==> config.mk <==
export PLATFORM = sky130hd
export DESIGN_NAME = canny_frame_seq
export DESIGN_NICKNAME = d
export VERILOG_FILES = /design/src/rtl/canny_pkg.sv /design/src/rtl/canny_out_slice.sv /design/src/rtl/canny_frame_seq.sv
export SDC_FILE = /design/constraint.sdc
export NUM_CORES = 1
export LEC_CHECK = 0
export BUFFER_PORTS_ARGS = -buffer_cell sky130_fd_sc_hd__buf_2
export CORE_MARGIN = 2
export CORE_UTILIZATION = 62
export DETAILED_ROUTE_END_ITERATION = 10
export PLACE_DENSITY = 0.91
export SYNTH_ARGS = -nofsm -noshare
export SYNTH_HDL_FRONTEND = slang
export SYNTH_HIERARCHICAL = 1
export SYNTH_SLANG_ARGS = --single-unit
==> constraint.sdc <==
create_clock -name clk -period 7.56 [get_ports clk]
set_clock_uncertainty 0.15 [all_clocks]
set_input_delay 1.134 -clock clk [delete_from_list [all_inputs] [get_ports clk]]
set_output_delay 1.134 -clock clk [all_outputs]
set_load 0.02 [all_outputs]
==> src/rtl/canny_pkg.sv <==
// Shared types and helpers for the streaming Canny frame sequencer.
// Contents: sequencer state encoding, frame size function, counter-width
// helper and the default padding pixel value.
package canny_pkg;

  typedef enum logic [1:0] {
    ST_IDLE  = 2'd0,
    ST_RUN   = 2'd1,
    ST_DRAIN = 2'd2
  } state_t;

  localparam int unsigned PAD_DEFAULT = 0;

  // Pixels per frame.
  function automatic int unsigned frame_pix(input int unsigned w, input int unsigned h);
    return w * h;
  endfunction

  // Bits needed to hold 0..max_val (at least one).
  function automatic int unsigned cnt_w(input int unsigned max_val);
    return (max_val < 2) ? 1 : $clog2(max_val + 1);
  endfunction

endpackage

==> src/rtl/canny_out_slice.sv <==
// One-entry output register for the Canny sequencer.
// Ports:
//   clk, rst         clock, async active-high reset
//   cap              load din/last_in into the register this edge
//   din, last_in     pixel and end-of-frame flag to load
//   m_ready          downstream ready
//   m_data, m_valid, m_last  registered stream output
//   room_c           register can take a new pixel this cycle (combinational)
module canny_out_slice #(
  parameter int unsigned DATA_W = 8
) (
  input  logic              clk,
  input  logic              rst,
  input  logic              cap,
  input  logic [DATA_W-1:0] din,
  input  logic              last_in,
  input  logic              m_ready,
  output logic [DATA_W-1:0] m_data,
  output logic              m_valid,
  output logic              m_last,
  output logic              room_c
);

  // Empty, or the held pixel leaves on this edge.
  assign room_c = !m_valid | m_ready;

  // Capture has priority; the caller only captures when room_c is set.
  always_ff @(posedge clk or posedge rst) begin
    if (rst) begin
      m_data  <= '0;
      m_valid <= 1'b0;
      m_last  <= 1'b0;
    end else if (cap) begin
      m_data  <= din;
      m_valid <= 1'b1;
      m_last  <= last_in;
    end else if (m_valid & m_ready) begin
      m_valid <= 1'b0;
      m_last  <= 1'b0;
    end
  end

endmodule

==> src/rtl/canny_frame_seq.sv <==
// Frame sequencer for the streaming Canny core. Accepts an AXI-stream frame
// of IMG_W*IMG_H pixels, strobes a fixed-latency enable-stalled filter chain,
// drains the chain with PAD_VAL after the last pixel and presents the chain
// output as a registered stream with m_last on the final pixel.
// Optional feature macro: LAST_CHECK_EN (s_last checking, early frame end).
// Ports:
//   clk, rst                 clock, async active-high reset
//   s_data/s_valid/s_last/s_ready   input stream
//   pipe_din/pipe_en         pixel and advance strobe into the chain
//   pipe_col/pipe_row/pipe_pad      coordinates of the injected pixel
//   pipe_dout                chain output, valid during the enable cycle
//   m_data/m_valid/m_last/m_ready   output stream
//   err_last                 sticky s_last mismatch flag
module canny_frame_seq
  import canny_pkg::*;
#(
  parameter int unsigned       DATA_W  = 8,
  parameter int unsigned       IMG_W   = 512,
  parameter int unsigned       IMG_H   = 512,
  parameter int unsigned       LAT     = 1030,
  parameter logic [DATA_W-1:0] PAD_VAL = DATA_W'(PAD_DEFAULT)
) (
  input  logic                            clk,
  input  logic                            rst,
  input  logic [DATA_W-1:0]               s_data,
  input  logic                            s_valid,
  input  logic                            s_last,
  output logic                            s_ready,
  output logic [DATA_W-1:0]               pipe_din,
  output logic                            pipe_en,
  output logic [cnt_w(IMG_W-1)-1:0]       pipe_col,
  output logic [cnt_w(IMG_H-1):0]         pipe_row,
  output logic                            pipe_pad,
  input  logic [DATA_W-1:0]               pipe_dout,
  output logic [DATA_W-1:0]               m_data,
  output logic                            m_valid,
  output logic                            m_last,
  input  logic                            m_ready,
  output logic                            err_last
);

  localparam int unsigned N     = frame_pix(IMG_W, IMG_H);
  localparam int unsigned TOT   = N + LAT;
  localparam int unsigned CW    = cnt_w(TOT);
  localparam int unsigned COL_W = cnt_w(IMG_W - 1);
  localparam int unsigned ROW_W = cnt_w(IMG_H - 1) + 1;

  state_t            state, state_nx;
  logic [CW-1:0]     in_cnt, en_cnt, out_cnt;
  logic [CW-1:0]     in_base, en_base, out_base;
  logic [COL_W-1:0]  col, col_base;
  logic [ROW_W-1:0]  row, row_base;
  logic              room, fin, mode_in, drain_en, acc;
  logic              last_pix, early_last, frame_end, cap, cap_last;

  // State register.
  always_ff @(posedge clk or posedge rst) begin
    if (rst) state <= ST_IDLE;
    else     state <= state_nx;
  end

  // Next state. A final output transfer may coincide with the next frame's
  // first pixel, so DRAIN can go straight to RUN (or DRAIN again for N==1).
  always_comb begin
    state_nx = state;
    case (state)
      ST_IDLE:  if (acc) state_nx = frame_end ? ST_DRAIN : ST_RUN;
      ST_RUN:   if (frame_end) state_nx = ST_DRAIN;
      ST_DRAIN: if (fin) state_nx = acc ? (frame_end ? ST_DRAIN : ST_RUN) : ST_IDLE;
      default:  state_nx = ST_IDLE;
    endcase
  end

  // Outputs to the input stream and the chain. Once the m_last transfer is
  // happening, the sequencer already behaves as idle for the input side.
  always_comb begin
    fin      = 1'b0;
    mode_in  = 1'b0;
    drain_en = 1'b0;
    case (state)
      ST_IDLE, ST_RUN: mode_in = 1'b1;
      ST_DRAIN: begin
        fin      = m_valid & m_ready & m_last;
        mode_in  = fin;
        drain_en = !fin & room & (en_cnt < CW'(TOT));
      end
      default: mode_in = 1'b0;
    endcase
    s_ready  = !rst & mode_in & room;
    acc      = s_valid & s_ready;
    pipe_en  = acc | (!rst & drain_en);
    pipe_din = mode_in ? s_data : PAD_VAL;
    pipe_pad = !mode_in;
    pipe_col = col_base;
    pipe_row = row_base;
  end

  // Counter bases restart at zero in the cycle the previous frame completes.
  always_comb begin
    in_base    = fin ? '0 : in_cnt;
    en_base    = fin ? '0 : en_cnt;
    out_base   = fin ? '0 : out_cnt;
    col_base   = fin ? '0 : col;
    row_base   = fin ? '0 : row;
    last_pix   = acc & (in_base == CW'(N - 1));
    early_last = 1'b0;
`ifdef LAST_CHECK_EN
    early_last = acc & s_last & (in_base != CW'(N - 1));
`endif
    frame_end  = last_pix | early_last;
    cap        = pipe_en & (en_base >= CW'(LAT));
    cap_last   = (out_base == CW'(N - 1));
  end

  // Frame counters and pixel coordinates.
  always_ff @(posedge clk or posedge rst) begin
    if (rst) begin
      in_cnt  <= '0;
      en_cnt  <= '0;
      out_cnt <= '0;
      col     <= '0;
      row     <= '0;
    end else begin
      in_cnt  <= in_base + CW'(acc);
      en_cnt  <= en_base + CW'(pipe_en);
      out_cnt <= out_base + CW'(cap);
      if (pipe_en && col_base == COL_W'(IMG_W - 1)) begin
        col <= '0;
        row <= row_base + ROW_W'(1);
      end else if (pipe_en) begin
        col <= col_base + COL_W'(1);
        row <= row_base;
      end else begin
        col <= col_base;
        row <= row_base;
      end
    end
  end

`ifdef LAST_CHECK_EN
  logic err_q;

  // Set on s_last too early or missing on the last pixel; a frame's first
  // pixel clears it unless that pixel is itself in error.
  always_ff @(posedge clk or posedge rst) begin
    if (rst) begin
      err_q <= 1'b0;
    end else if (acc) begin
      if (early_last | (last_pix & !s_last)) err_q <= 1'b1;
      else if (in_base == '0)                 err_q <= 1'b0;
    end
  end

  assign err_last = err_q;
`else
  logic unused_s_last;

  assign unused_s_last = s_last;
  assign err_last      = 1'b0;
`endif

  canny_out_slice #(
    .DATA_W (DATA_W)
  ) u_out (
    .clk     (clk),
    .rst     (rst),
    .cap     (cap),
    .din     (pipe_dout),
    .last_in (cap_last),
    .m_ready (m_ready),
    .m_data  (m_data),
    .m_valid (m_valid),
    .m_last  (m_last),
    .room_c  (room)
  );

endmodule
==> results of run 1 <==
-- how the worst min path moves through the flow --
stage | startpoint | end | slack, ps | cells after the start
floorplan | out_cnt[16]$_DFF_PP0_ | out_cnt[16]$_DFF_PP0_ | 350 | 2
global placement | u_out/m_data[5]$_DFFE_PP0P_ | u_out/m_data[5]$_DFFE_PP0P_ | 340 | 1
detailed placement | u_out/m_data[3]$_DFFE_PP0P_ | u_out/m_data[3]$_DFFE_PP0P_ | 340 | 1
CTS | u_out/m_data[6]$_DFFE_PP0P_ | u_out/m_data[6]$_DFFE_PP0P_ | 370 | 1
global route | u_out/m_data[3]$_DFFE_PP0P_ | u_out/m_data[3]$_DFFE_PP0P_ | 390 | 1
finish | u_out/m_data[3]$_DFFE_PP0P_ | u_out/m_data[3]$_DFFE_PP0P_ | 370 | 1
-- metrics by stage --
| step | utilization | setup WS, ps | total power, uW | instances | hold slack [ps] |
|---|---|---|---|---|---|
| 3_3_place_gp | 0.681 | 2780 | 907 | 606 | 336 |
| 5_1_grt | 0.713 | 2610 | 1360 | 622 | 386 |
| 6_report | 0.713 | 2890 | 1290 | 622 | 370 |
| 2_1_floorplan | - | 2210 | 835 | 463 | 347 |
| 4_1_cts | 0.713 | 2930 | 1300 | 622 | 373 |
| 3_5_place_dp | 0.681 | 2640 | 929 | 606 | 339 |
-- cell type report --
type,instances,area share
sequential,88,0.433
multi-input combinational,341,0.423
timing repair buffer,63,0.0639
clock buffer,10,0.0270
tap,99,0.0243
clock inverter,6,0.0179
inverter,15,0.0111
-- power groups by stage --
stage	combinational, uW	sequential (uW)	clock, uW
6_report	316	608	369
3_3_place_gp	298	609	0
2_1_floorplan	203	632	0
4_1_cts	317	608	372
3_5_place_dp	314	615	0
5_1_grt	353	620	391
-- logic make-up after synthesis --
family | after synthesis | synth area share
buf+inv | 34 | 0.0347
fa+ha+maj | 9 | 0.0250
flops | 88 | 0.489
simple gates | 230 | 0.269
compound gates | 42 | 0.0561
xor+xnor | 50 | 0.0972
mux | 9 | 0.0283
other cells | 1 | 0.000832
-- worst max-delay path, cell delays in order --
cell     delay (ps)
buf_2           120
nand3_2         120
o21ai_1         530
and4_1          360
a21oi_1          70
buf_4           220
nor3_2          840
ha_1            350
ha_1            410
nand2_1         110
or3_1           340
a21oi_1         190
-- cell usage after synthesis (8+ instances only) --
cell / number / area share
a21oi_1: 13 / 0.014
and2_1: 27 / 0.037
and3_1: 8 / 0.011
clkbuf_1: 13 / 0.011
dfrtp_1: 88 / 0.49
ha_1: 9 / 0.025
inv_1: 14 / 0.012
nand2_1: 59 / 0.049
nand3_1: 25 / 0.028
nand4_1: 15 / 0.021
nor2_1: 39 / 0.032
nor3_1: 12 / 0.013
o21ai_0: 14 / 0.016
or3_1: 10 / 0.014
xnor2_1: 20 / 0.039
xor2_1: 30 / 0.058
-- per-layer routing --
layer  vias to the layer above  track usage  wire (um)
met1                      1773        0.304       4000
met4                         0       0.0868        186
met3                        17       0.0702        385
met5                         -            0          0
met2                        93        0.469       5450
li1                       1696            -          -
-- state kept, by name, summed over array words and instances, names as in the netlist --
signal	count
en_cnt	19
row	10
out_cnt	19
state	2
u_out/m_valid	1
col	9
in_cnt	19
u_out/m_last	1
u_out/m_data	8
-- placed cells by master, fill, tap and decap left out, drive strengths merged, types with 3 or more instances in the layout --
cell / n
a21oi: 13
and2: 27
and3: 8
and4: 7
buf: 63
clkbuf: 10
clkinv: 4
dfrtp: 88
ha: 9
inv: 15
mux2: 9
nand2: 59
nand2b: 5
nand3: 26
nand4: 15
nor2: 39
nor3: 17
nor4: 8
o21ai: 16
o311ai: 3
or3: 10
xnor2: 20
xor2: 30
==> metrics.md, run 1 <==
| Metric | Value |
|---|---|
| Status | `finished clean` |
| Rel. slew slack | `0.304` |
| Antenna cells | `0` |
| Post-CTS setup buffer count | `0` |
| Antenna violations before repair | `0` |
| Standard-cell rows | `31` |
| VDD IR-drop max | `0.215 mV` |
| Pwr/cell area | `254 nW/um2` |
| Vias in the first global route | `3595` |
| Share of cells above drive strength 1 | `0.189` |
| DP HPWL | `6.54 mm` |
| Residual DRC count | `0` |
| Hold Violations, Final | `0` |
| Die area | `7960 um2` |
| Fin crit period | `4670 ps` |
| Maximum clock insertion buffer count | `2` |
| Register area | `2200 um2` |
| Maximum clock frequency | `214 MHz` |
| MaxCap Viol Count | `0` |
| Final Cell Area | `5090 um2` |
| Min-Delay Path Class | `reg2reg` |
| Least-Margin Pin Slew | `1040 ps` |
| Final setup fails | `0` |
| Unrepaired setup endpoints after global routing | `false` |
| Dpl cell area | `4860 um2` |
| Gr usage total | `0.262` |
| Area of the multi-input gates | `2150 um2` |
| # IOs | `62` |
| Die Ht | `89.2 um` |
| Internal power | `877 uW` |
| Total CTS buffers | `9` |
| Vias | `3579` |
| Root Driver | `clkbuf_8` |
| FILL cells | `520` |
| DRT Wirelength | `10.0 mm` |
| Crit path launch type | `primary input` |
| Critical Path End Type | `register` |
| P&R area growth vs syn | `13.0%` |
| # H-tree levels | `3` |
| Ys async rst share | `1.00` |
| CP startpoint | `m_ready` |
| Combinational share of power | `0.244` |
| Switch Pwr | `417 uW` |
| Syn Inst Count | `463` |
| Netlist Area Pre-Place | `4510 um2` |
| RR Endpoint | `out_cnt[10]$_DFF_PP0_` |
| Average size of a mapped cell | `9.73 um2` |
| Yosys reg bits | `88` |
| Sw Ratio | `0.322` |
| Hold buffers post-CTS | `0` |
| Worst-Skew Late Latency | `360 ps` |
| Die W | `89.2 um` |
| Number of synthesized flops with an enable pin | `0` |
| Sequential area share after synthesis | `0.489` |
| First-pass iteration count of the detailed router | `4` |
| Reg2Reg Depth | `11` |
| Clock Sinks | `88` |
| Worst reg-to-reg setup slack | `3300 ps` |
| Seq pwr share | `0.470` |
| Nets@finish | `548` |
| Worst r2r src | `u_out/m_valid$_DFFE_PP0P_` |
| Critical Path Fanout Max | `20` |
| Power share of the clock group | `0.285` |
| Yosys cell types | `48` |
| Via density | `5.75` |
| PortBufs | `59` |
| Critical path required time | `7690 ps` |
| First-pass GRT wire length | `16.2 mm` |
| Final ANT Viol Nets | `0` |
| Worst Path Arrival | `4800 ps` |
| Fin Setup TNS | `0 ps` |
| Synth warn | `6` |
| CTS tree | `done` |
| # resized after CTS | `0` |
| Core area | `7140 um2` |
| Critical Path Sink | `out_cnt[10]$_DFF_PP0_` |
| Synthesized net count | `493` |
| Most used DFF post-synth | `dfrtp_1` |
| GRT Residual Overflow | `0` |
| Kind of critical path | `in2reg` |
| Pin count of the biggest net entering global routing | `80` |
| Clock-pin slew on the worst setup and hold paths | `90 ps` |
| Initial Util | `0.631` |
| Routed len/inst | `16.1 um` |
| Period utilisation layout | `0.618` |
| GP Congestion | `0.769` |
| Cell leakage power | `0.00241 uW` |
| Fin. max-slew vios | `0` |
| Drt initial violations | `225` |
No activity file was read; power rests on OpenSTA's default activity.
==> run 2: changes to the inputs <==
--- a/config.mk
+++ b/config.mk
@@ -7,9 +7,9 @@
 export LEC_CHECK = 0
 export BUFFER_PORTS_ARGS = -buffer_cell sky130_fd_sc_hd__buf_2
 export CORE_MARGIN = 2
-export CORE_UTILIZATION = 62
+export CORE_UTILIZATION = 52
 export DETAILED_ROUTE_END_ITERATION = 10
-export PLACE_DENSITY = 0.91
+export PLACE_DENSITY = 0.82
 export SYNTH_ARGS = -nofsm -noshare
 export SYNTH_HDL_FRONTEND = slang
 export SYNTH_HIERARCHICAL = 1
==> constraint.sdc (replaced) <==
create_clock -name clk -period 3.8 [get_ports clk]
set_clock_uncertainty 0.15 [all_clocks]
set_input_delay 0.57 -clock clk [delete_from_list [all_inputs] [get_ports clk]]
set_output_delay 0.57 -clock clk [all_outputs]
set_load 0.02 [all_outputs]
==> run 2 against run 1 <==
  * Global-route usage fell by 5.9 points
  * Via count fell by 1.7%
  * Sequential share of layout area fell by 0.33 points
==> metrics.md, run 2 (synthesis results as in run 1) <==
| Metric | Value |
|---|---|
| Antenna cells | `0 (unchanged)` |
| Maximum clock frequency | `293 MHz` |
| Cell leakage power | `0.00241 uW (about the same)` |
| CTS tree | `done` |
| First-pass GRT wire length | `15.8 mm (-2.6%)` |
| Place WS | `311 ps (-2330 ps)` |
| RR Endpoint | `en_cnt[18]$_DFF_PP0_` |
| MaxCap Viol Count | `0 (unchanged)` |
| Switch Pwr | `857 uW (+110%)` |
| Routed len/inst | `14.1 um (-12%)` |
| Via density | `5.56 (-3.4%)` |
| Min-Delay Path Class | `in2async` |
| Internal power | `1620 uW (+84%)` |
| Core area | `8300 um2 (+16%)` |
| Die area | `9430 um2 (+18%)` |
| Most frequent cells in the layout | `dfrtp_1, nand2_1, buf_2, nor2_1, xor2_1` |
| Worst-Skew Late Latency | `370 ps (about the same)` |
| Post-CTS setup buffer count | `0 (unchanged)` |
| # resized after CTS | `0 (unchanged)` |
| Root Driver | `clkbuf_8` |
| First-pass iteration count of the detailed router | `4 (unchanged)` |
| Pin count of the biggest net entering global routing | `80 (unchanged)` |
| Fin. max-slew vios | `0 (unchanged)` |
| Largest registers | `en_cnt: 19 flops, in_cnt: 19 flops, out_cnt: 19 flops` |
| Critical path required time | `3900 ps (-3790 ps)` |
| Vias | `3519 (-1.7%)` |
| Worst Path Arrival | `3510 ps (-1290 ps)` |
| GRT Residual Overflow | `0 (unchanged)` |
| Combinational share of power | `0.253 (+0.009)` |
| Share of cells above drive strength 1 | `0.206 (+0.0171)` |
| Crit path launch type | `register` |
| Drt initial violations | `151 (-33%)` |
| Seq pwr share | `0.489 (+0.019)` |
| Final ANT Viol Nets | `0 (unchanged)` |
| Gr usage total | `0.202 (-0.0594)` |
| Antenna violations before repair | `0 (unchanged)` |
| Residual DRC count | `0 (unchanged)` |
| Clock-pin slew on the worst setup and hold paths | `100 ps (about the same)` |
| Hold Violations, Final | `0 (unchanged)` |
| Maximum clock insertion buffer count | `2 (unchanged)` |
| Standard-cell rows | `33 (+6.5%)` |
| Power share of the clock group | `0.258 (-0.027)` |
| Hold buffers post-CTS | `0 (unchanged)` |
| Final setup fails | `0 (unchanged)` |
| FILL cells | `660 (+27%)` |
| Clock Sinks | `88 (unchanged)` |
| Sw Ratio | `0.347 (+0.0241)` |
| Least-Margin Pin Slew | `978 ps (-59.9 ps)` |
| Worst Slack Setup Final | `392 ps (-2500 ps)` |
| Worst r2r src | `en_cnt[9]$_DFF_PP0_` |
| Worst reg-to-reg setup slack | `390 ps (-2910 ps)` |
| Fin crit period | `3410 ps` |
| Period utilisation layout | `0.897` |
| Die Ht | `97.1 um (+8.8%)` |
| Final Cell Area | `5130 um2 (+0.76%)` |
| Vias in the first global route | `3498 (-2.7%)` |
| DP HPWL | `6.27 mm (-4.2%)` |
| Power Total | `2470 uW (+91%)` |
| GP Congestion | `0.822 (+6.9%)` |
| Nets@finish | `553 (+0.91%)` |
| DRT Wirelength | `8.95 mm (-11%)` |
| Critical Path End Type | `register` |
| Die W | `97.1 um (+8.8%)` |
| Unrepaired setup endpoints after global routing | `false` |
| CP startpoint | `en_cnt[9]$_DFF_PP0_` |
| Fin Setup TNS | `0 ps (unchanged)` |
| # IOs | `62 (unchanged)` |
| Status | `finished clean` |
| Rel. slew slack | `0.348 (+0.0437)` |
| VDD IR-drop max | `0.311 mV (+45%)` |
| # H-tree levels | `3 (unchanged)` |
| Pwr/cell area | `482 nW/um2 (+90%)` |
| Commonest non-fill, non-tap cell in the layout | `dfrtp_1` |
| Critical Path Fanout Max | `20 (unchanged)` |
| Kind of critical path | `reg2reg` |
| Total CTS buffers | `9 (unchanged)` |
| PortBufs | `59 (unchanged)` |
| Reg2Reg Depth | `12 (+1)` |
| Dpl cell area | `4940 um2 (+1.5%)` |
| P&R area growth vs syn | `13.9%` |
| Initial Util | `0.543 (-0.0884)` |
==> run 2: changes by cell type in the layout (fill, tap and decap cells not counted), sizes merged <==
cell	previous run	this run
clkbuf	10	9
inv	15	18
clkinvlp	0	1
bufinv	2	0
buf	63	68
clkinv	4	3
==> run 2: worst max-delay path by stage <==
stage / endpoint / slack (ps) / cells after the start
final: en_cnt[18]$_DFF_PP0_ / 390 / 12
after global placement: en_cnt[18]$_DFF_PP0_ / 400 / 13
after detailed placement: en_cnt[18]$_DFF_PP0_ / 310 / 13
after global routing: en_cnt[18]$_DFF_PP0_ / 100 / 12
after floorplan: out_cnt[14]$_DFF_PP0_ / 1 / 12
after CTS: en_cnt[18]$_DFF_PP0_ / 440 / 12
==> run 2: metal layers <==
| metal | part of all wire | up-vias | GRT usage |
|---|---|---|---|
| met2 | 0.50 | 75 | 0.343 |
| met5 | 0 | - | 0 |
| met3 | 0.032 | 18 | 0.0475 |
| met1 | 0.45 | 1718 | 0.254 |
| met4 | 0.018 | 0 | 0.0726 |
| li1 | - | 1708 | - |
==> run 2: stage by stage <==
step | cells | util | hold slack (ps)
after floorplan | 463 | - | 260
after global placement | 617 | 0.595 | 334
after detailed placement | 617 | 0.595 | 344
after CTS | 633 | 0.618 | 42.9
after global routing | 633 | 0.618 | 54.8
final | 633 | 0.618 | 42.9
==> run 2: power groups by stage <==
| stage | logic [uW] | clock network (uW) | registers [uW] |
|---|---|---|---|
| floorplan | 416 | 0 | 1260 |
| global placement | 608 | 0 | 1210 |
| CTS | 635 | 653 | 1210 |
| detailed placement | 633 | 0 | 1220 |
| finish | 626 | 637 | 1210 |
| global route | 690 | 694 | 1230 |
==> run 2: layout make-up <==
type | count | area (um2) | share of cell area
inverters | 15 | 65.1 | 0.0127
well taps | 105 | 131 | 0.0256
multi-input cells | 341 | 2180 | 0.424
clock inverters | 7 | 68.8 | 0.0134
repair buffers | 68 | 363 | 0.0707
flip-flops and latches | 88 | 2200 | 0.429
clock buffers | 9 | 124 | 0.0241
==> run 2: critical path, cell delays in order (launching register included) <==
cell      delay [ps]
dfrtp_1          430
nor4_1           280
a31oi_1          150
o21ai_1          240
a21oi_4          210
clkinv_4         160
ha_1             200
ha_1             220
nand3_2          180
nor4_1           620
nand3_1          210
xor2_1           170
nor2_1            50
==> run 3: changes to the inputs <==
--- a/config.mk
+++ b/config.mk
@@ -7,9 +7,9 @@
 export LEC_CHECK = 0
 export BUFFER_PORTS_ARGS = -buffer_cell sky130_fd_sc_hd__buf_2
 export CORE_MARGIN = 2
-export CORE_UTILIZATION = 52
+export CORE_UTILIZATION = 45
 export DETAILED_ROUTE_END_ITERATION = 10
-export PLACE_DENSITY = 0.82
+export PLACE_DENSITY = 0.76
 export SYNTH_ARGS = -nofsm -noshare
 export SYNTH_HDL_FRONTEND = slang
 export SYNTH_HIERARCHICAL = 1
==> run 3 against run 2 <==
  * Design area rose by 0.85%
  * Largest power group unchanged
  * Utilization fell by 8.6 points
  * Non-clock buffer count fell by 1
  * Via count fell by 0.91%
  * Routed wire length fell by 0.37%
  * Worst setup slack improved by 41 ps
  * Final cell count rose by 4.1%
  * First-iteration DRC count rose by 22%
  * Critical path depth did not move
  * Clock power rose by 7.5%
==> metrics.md, run 3 (synthesis results as in run 1) <==
| Metric | Value |
|---|---|
| Cell family with most CP delay | `simple AND/OR/NAND/NOR gates` |
| PortBufs | `59 (unchanged)` |
| Share of cells above drive strength 1 | `0.203 (-0.00302)` |
| Pin count of the biggest net entering global routing | `80 (unchanged)` |
| Final setup fails | `0 (unchanged)` |
| Die Ht | `104 um (+7.2%)` |
| Die area | `10800 um2 (+15%)` |
| Core area | `9730 um2 (+17%)` |
| Maximum clock insertion buffer count | `2 (unchanged)` |
| Max stage delay cell, worst path | `nor4_1` |
| Buf/Inv on CP | `1 (unchanged)` |
| Worst r2r src | `en_cnt[6]$_DFF_PP0_` |
| Kind of critical path | `reg2reg` |
| Largest registers | `en_cnt: 19 flops, in_cnt: 19 flops, out_cnt: 19 flops` |
| DR top layer | `met4` |
| Critical path depth | `12 (unchanged)` |
| Unrepaired setup endpoints after global routing | `false` |
| VDD IR-drop max | `0.297 mV (-4.5%)` |
| MaxCap Viol Count | `0 (unchanged)` |
| Fin crit period | `3370 ps (-41.1 ps)` |
| Clock-pin slew on the worst setup and hold paths | `90 ps (about the same)` |
| Maximum clock frequency | `297 MHz (+1.2%)` |
| Vias | `3487 (-0.91%)` |
| Cell leakage power | `0.00241 uW (-0.13%)` |
| Root Driver | `clkbuf_8` |
| GP Congestion | `0.802 (-2.5%)` |
| Crit path launch type | `register` |
| Critical Path End Type | `register` |
| Min-Delay Path Class | `in2async` |
| Clock Sinks | `88 (unchanged)` |
| Nets@finish | `552 (-0.18%)` |
| Pwr/cell area | `489 nW/um2 (+1.4%)` |
| Drt initial violations | `184 (+22%)` |
| Critical Path Fanout Max | `20 (unchanged)` |
| Worst Slack Setup Final | `433 ps (+41.1 ps)` |
| Status | `finished clean` |
| # resized after CTS | `0 (unchanged)` |
| Commonest non-fill, non-tap cell in the layout | `dfrtp_1` |
| Die W | `104 um (+7.2%)` |
| Post-Route M1 WL | `4.00 mm (-0.55%)` |
| CTS tree | `done` |
| DP HPWL | `6.13 mm (-2.1%)` |
| Rel. slew slack | `0.341 (-0.00722)` |
| First-pass GRT wire length | `15.4 mm (-2.6%)` |
| Worst Path Arrival | `3430 ps (-80 ps)` |
| # H-tree levels | `3 (unchanged)` |
| Critical path required time | `3870 ps (-30 ps)` |
| Initial Util | `0.463 (-0.0798)` |
| GRT Residual Overflow | `0 (unchanged)` |
| Hold Violations, Final | `0 (unchanged)` |
| Vias in the first global route | `3428 (-2.0%)` |
| Routed len/inst | `13.5 um (-4.3%)` |
| Reg2Reg Depth | `12 (unchanged)` |
| Fin Setup TNS | `0 ps (unchanged)` |
| Core Util, Final | `0.532 (-0.0864)` |
| Worst-Skew Late Latency | `350 ps (-20 ps)` |
| Least-Margin Pin Slew | `989 ps (+10.8 ps)` |
| Total CTS buffers | `9 (unchanged)` |
| Final Cell Area | `5170 um2 (+0.85%)` |
| Standard-cell rows | `36 (+9.1%)` |
| Period utilisation layout | `0.886 (-0.0108)` |
| Post-CTS setup buffer count | `0 (unchanged)` |
| Antenna cells | `0 (unchanged)` |
| FILL cells | `873 (+32%)` |
| DRT Wirelength | `8.91 mm (-0.37%)` |
| Dpl cell area | `4960 um2 (+0.56%)` |
| Via density | `5.29 (-4.8%)` |
| Antenna violations before repair | `0 (unchanged)` |
| Power Total | `2530 uW (+2.3%)` |
| First-pass iteration count of the detailed router | `4 (unchanged)` |
| Place WS | `332 ps (+21.9 ps)` |
| Most frequent cells in the layout | `dfrtp_1, nand2_1, buf_2, nor2_1, xor2_1` |
| Met3 WL post-DR | `347 um (+20%)` |
| P&R area growth vs syn | `14.8%` |
| Residual DRC count | `0 (unchanged)` |
| Worst path cell trace | `nor4_1, a31oi_1, o21ai_1, a21oi_4, clkinv_4, ha_1, ha_1, nand3_2, nor4_1, nand3_1, xor2_1, nor2_1` |
| Delay of the slowest critical-path stage | `580 ps (-40 ps)` |
| Gr usage total | `0.170 (-0.0322)` |
| Final ANT Viol Nets | `0 (unchanged)` |
| Met2 WL post-DR | `4.53 mm (+1.2%)` |
| # IOs | `62 (unchanged)` |
| Hold buffers post-CTS | `0 (unchanged)` |
| CP startpoint | `en_cnt[6]$_DFF_PP0_` |
| Fin. max-slew vios | `0 (unchanged)` |
==> run 3: area by class of cell <==
cell class / instances / area (um2) / share of cell area
clock buffer: 9 / 124 / 0.0239
clock inverter: 6 / 85.1 / 0.0164
inverter: 15 / 65.1 / 0.0126
multi-input combinational: 341 / 2180 / 0.421
sequential: 88 / 2200 / 0.426
tap: 133 / 166 / 0.0322
timing repair buffer: 67 / 355 / 0.0687
==> run 3: final timing paths <==
check	endpoint	slack, ps
worst max register to register	en_cnt[18]$_DFF_PP0_	430
worst max-delay path	en_cnt[18]$_DFF_PP0_	430
max in group asynchronous	in_cnt[11]$_DFF_PP0_	2430
worst min-delay path	u_out/m_data[3]$_DFFE_PP0P_	80
worst min register to register	u_out/m_data[2]$_DFFE_PP0P_	360
min in group clk	u_out/m_data[0]$_DFFE_PP0P_	300
==> run 3: worst register-to-register path, stage by stage (launching register included) <==
cell and delay, ps:
dfrtp_1 450, nor4_1 280, a31oi_1 170, o21ai_1 250, a21oi_4 210, clkinv_4 160, ha_1 210, ha_1 230
nand3_2 170, nor4_1 580, nand3_1 180, xor2_1 160, nor2_1 50
==> run 3: where the power goes <==
part	leakage, uW	internal [uW]	switching [uW]	total, uW
Sequential	0.00115	1090	124	1210
Combinational	0.00116	273	360	632
Clock	0.000101	364	321	685
==> run 3: stage by stage <==
| stage | instances | hold slack, ps |
|---|---|---|
| 6_report | 659 | 83.5 |
| 5_1_grt | 659 | 103 |
| 4_1_cts | 659 | 77.0 |
| 3_5_place_dp | 644 | 343 |
| 3_3_place_gp | 644 | 339 |
| 2_1_floorplan | 463 | 260 |
==> run 3: per-layer routing <==
metal / GRT usage / vias to the layer above
li1: - / 1703
met1: 0.216 / 1718
met2: 0.295 / 62
met3: 0.0370 / 4
met4: 0.0454 / 0
met5: 0 / -
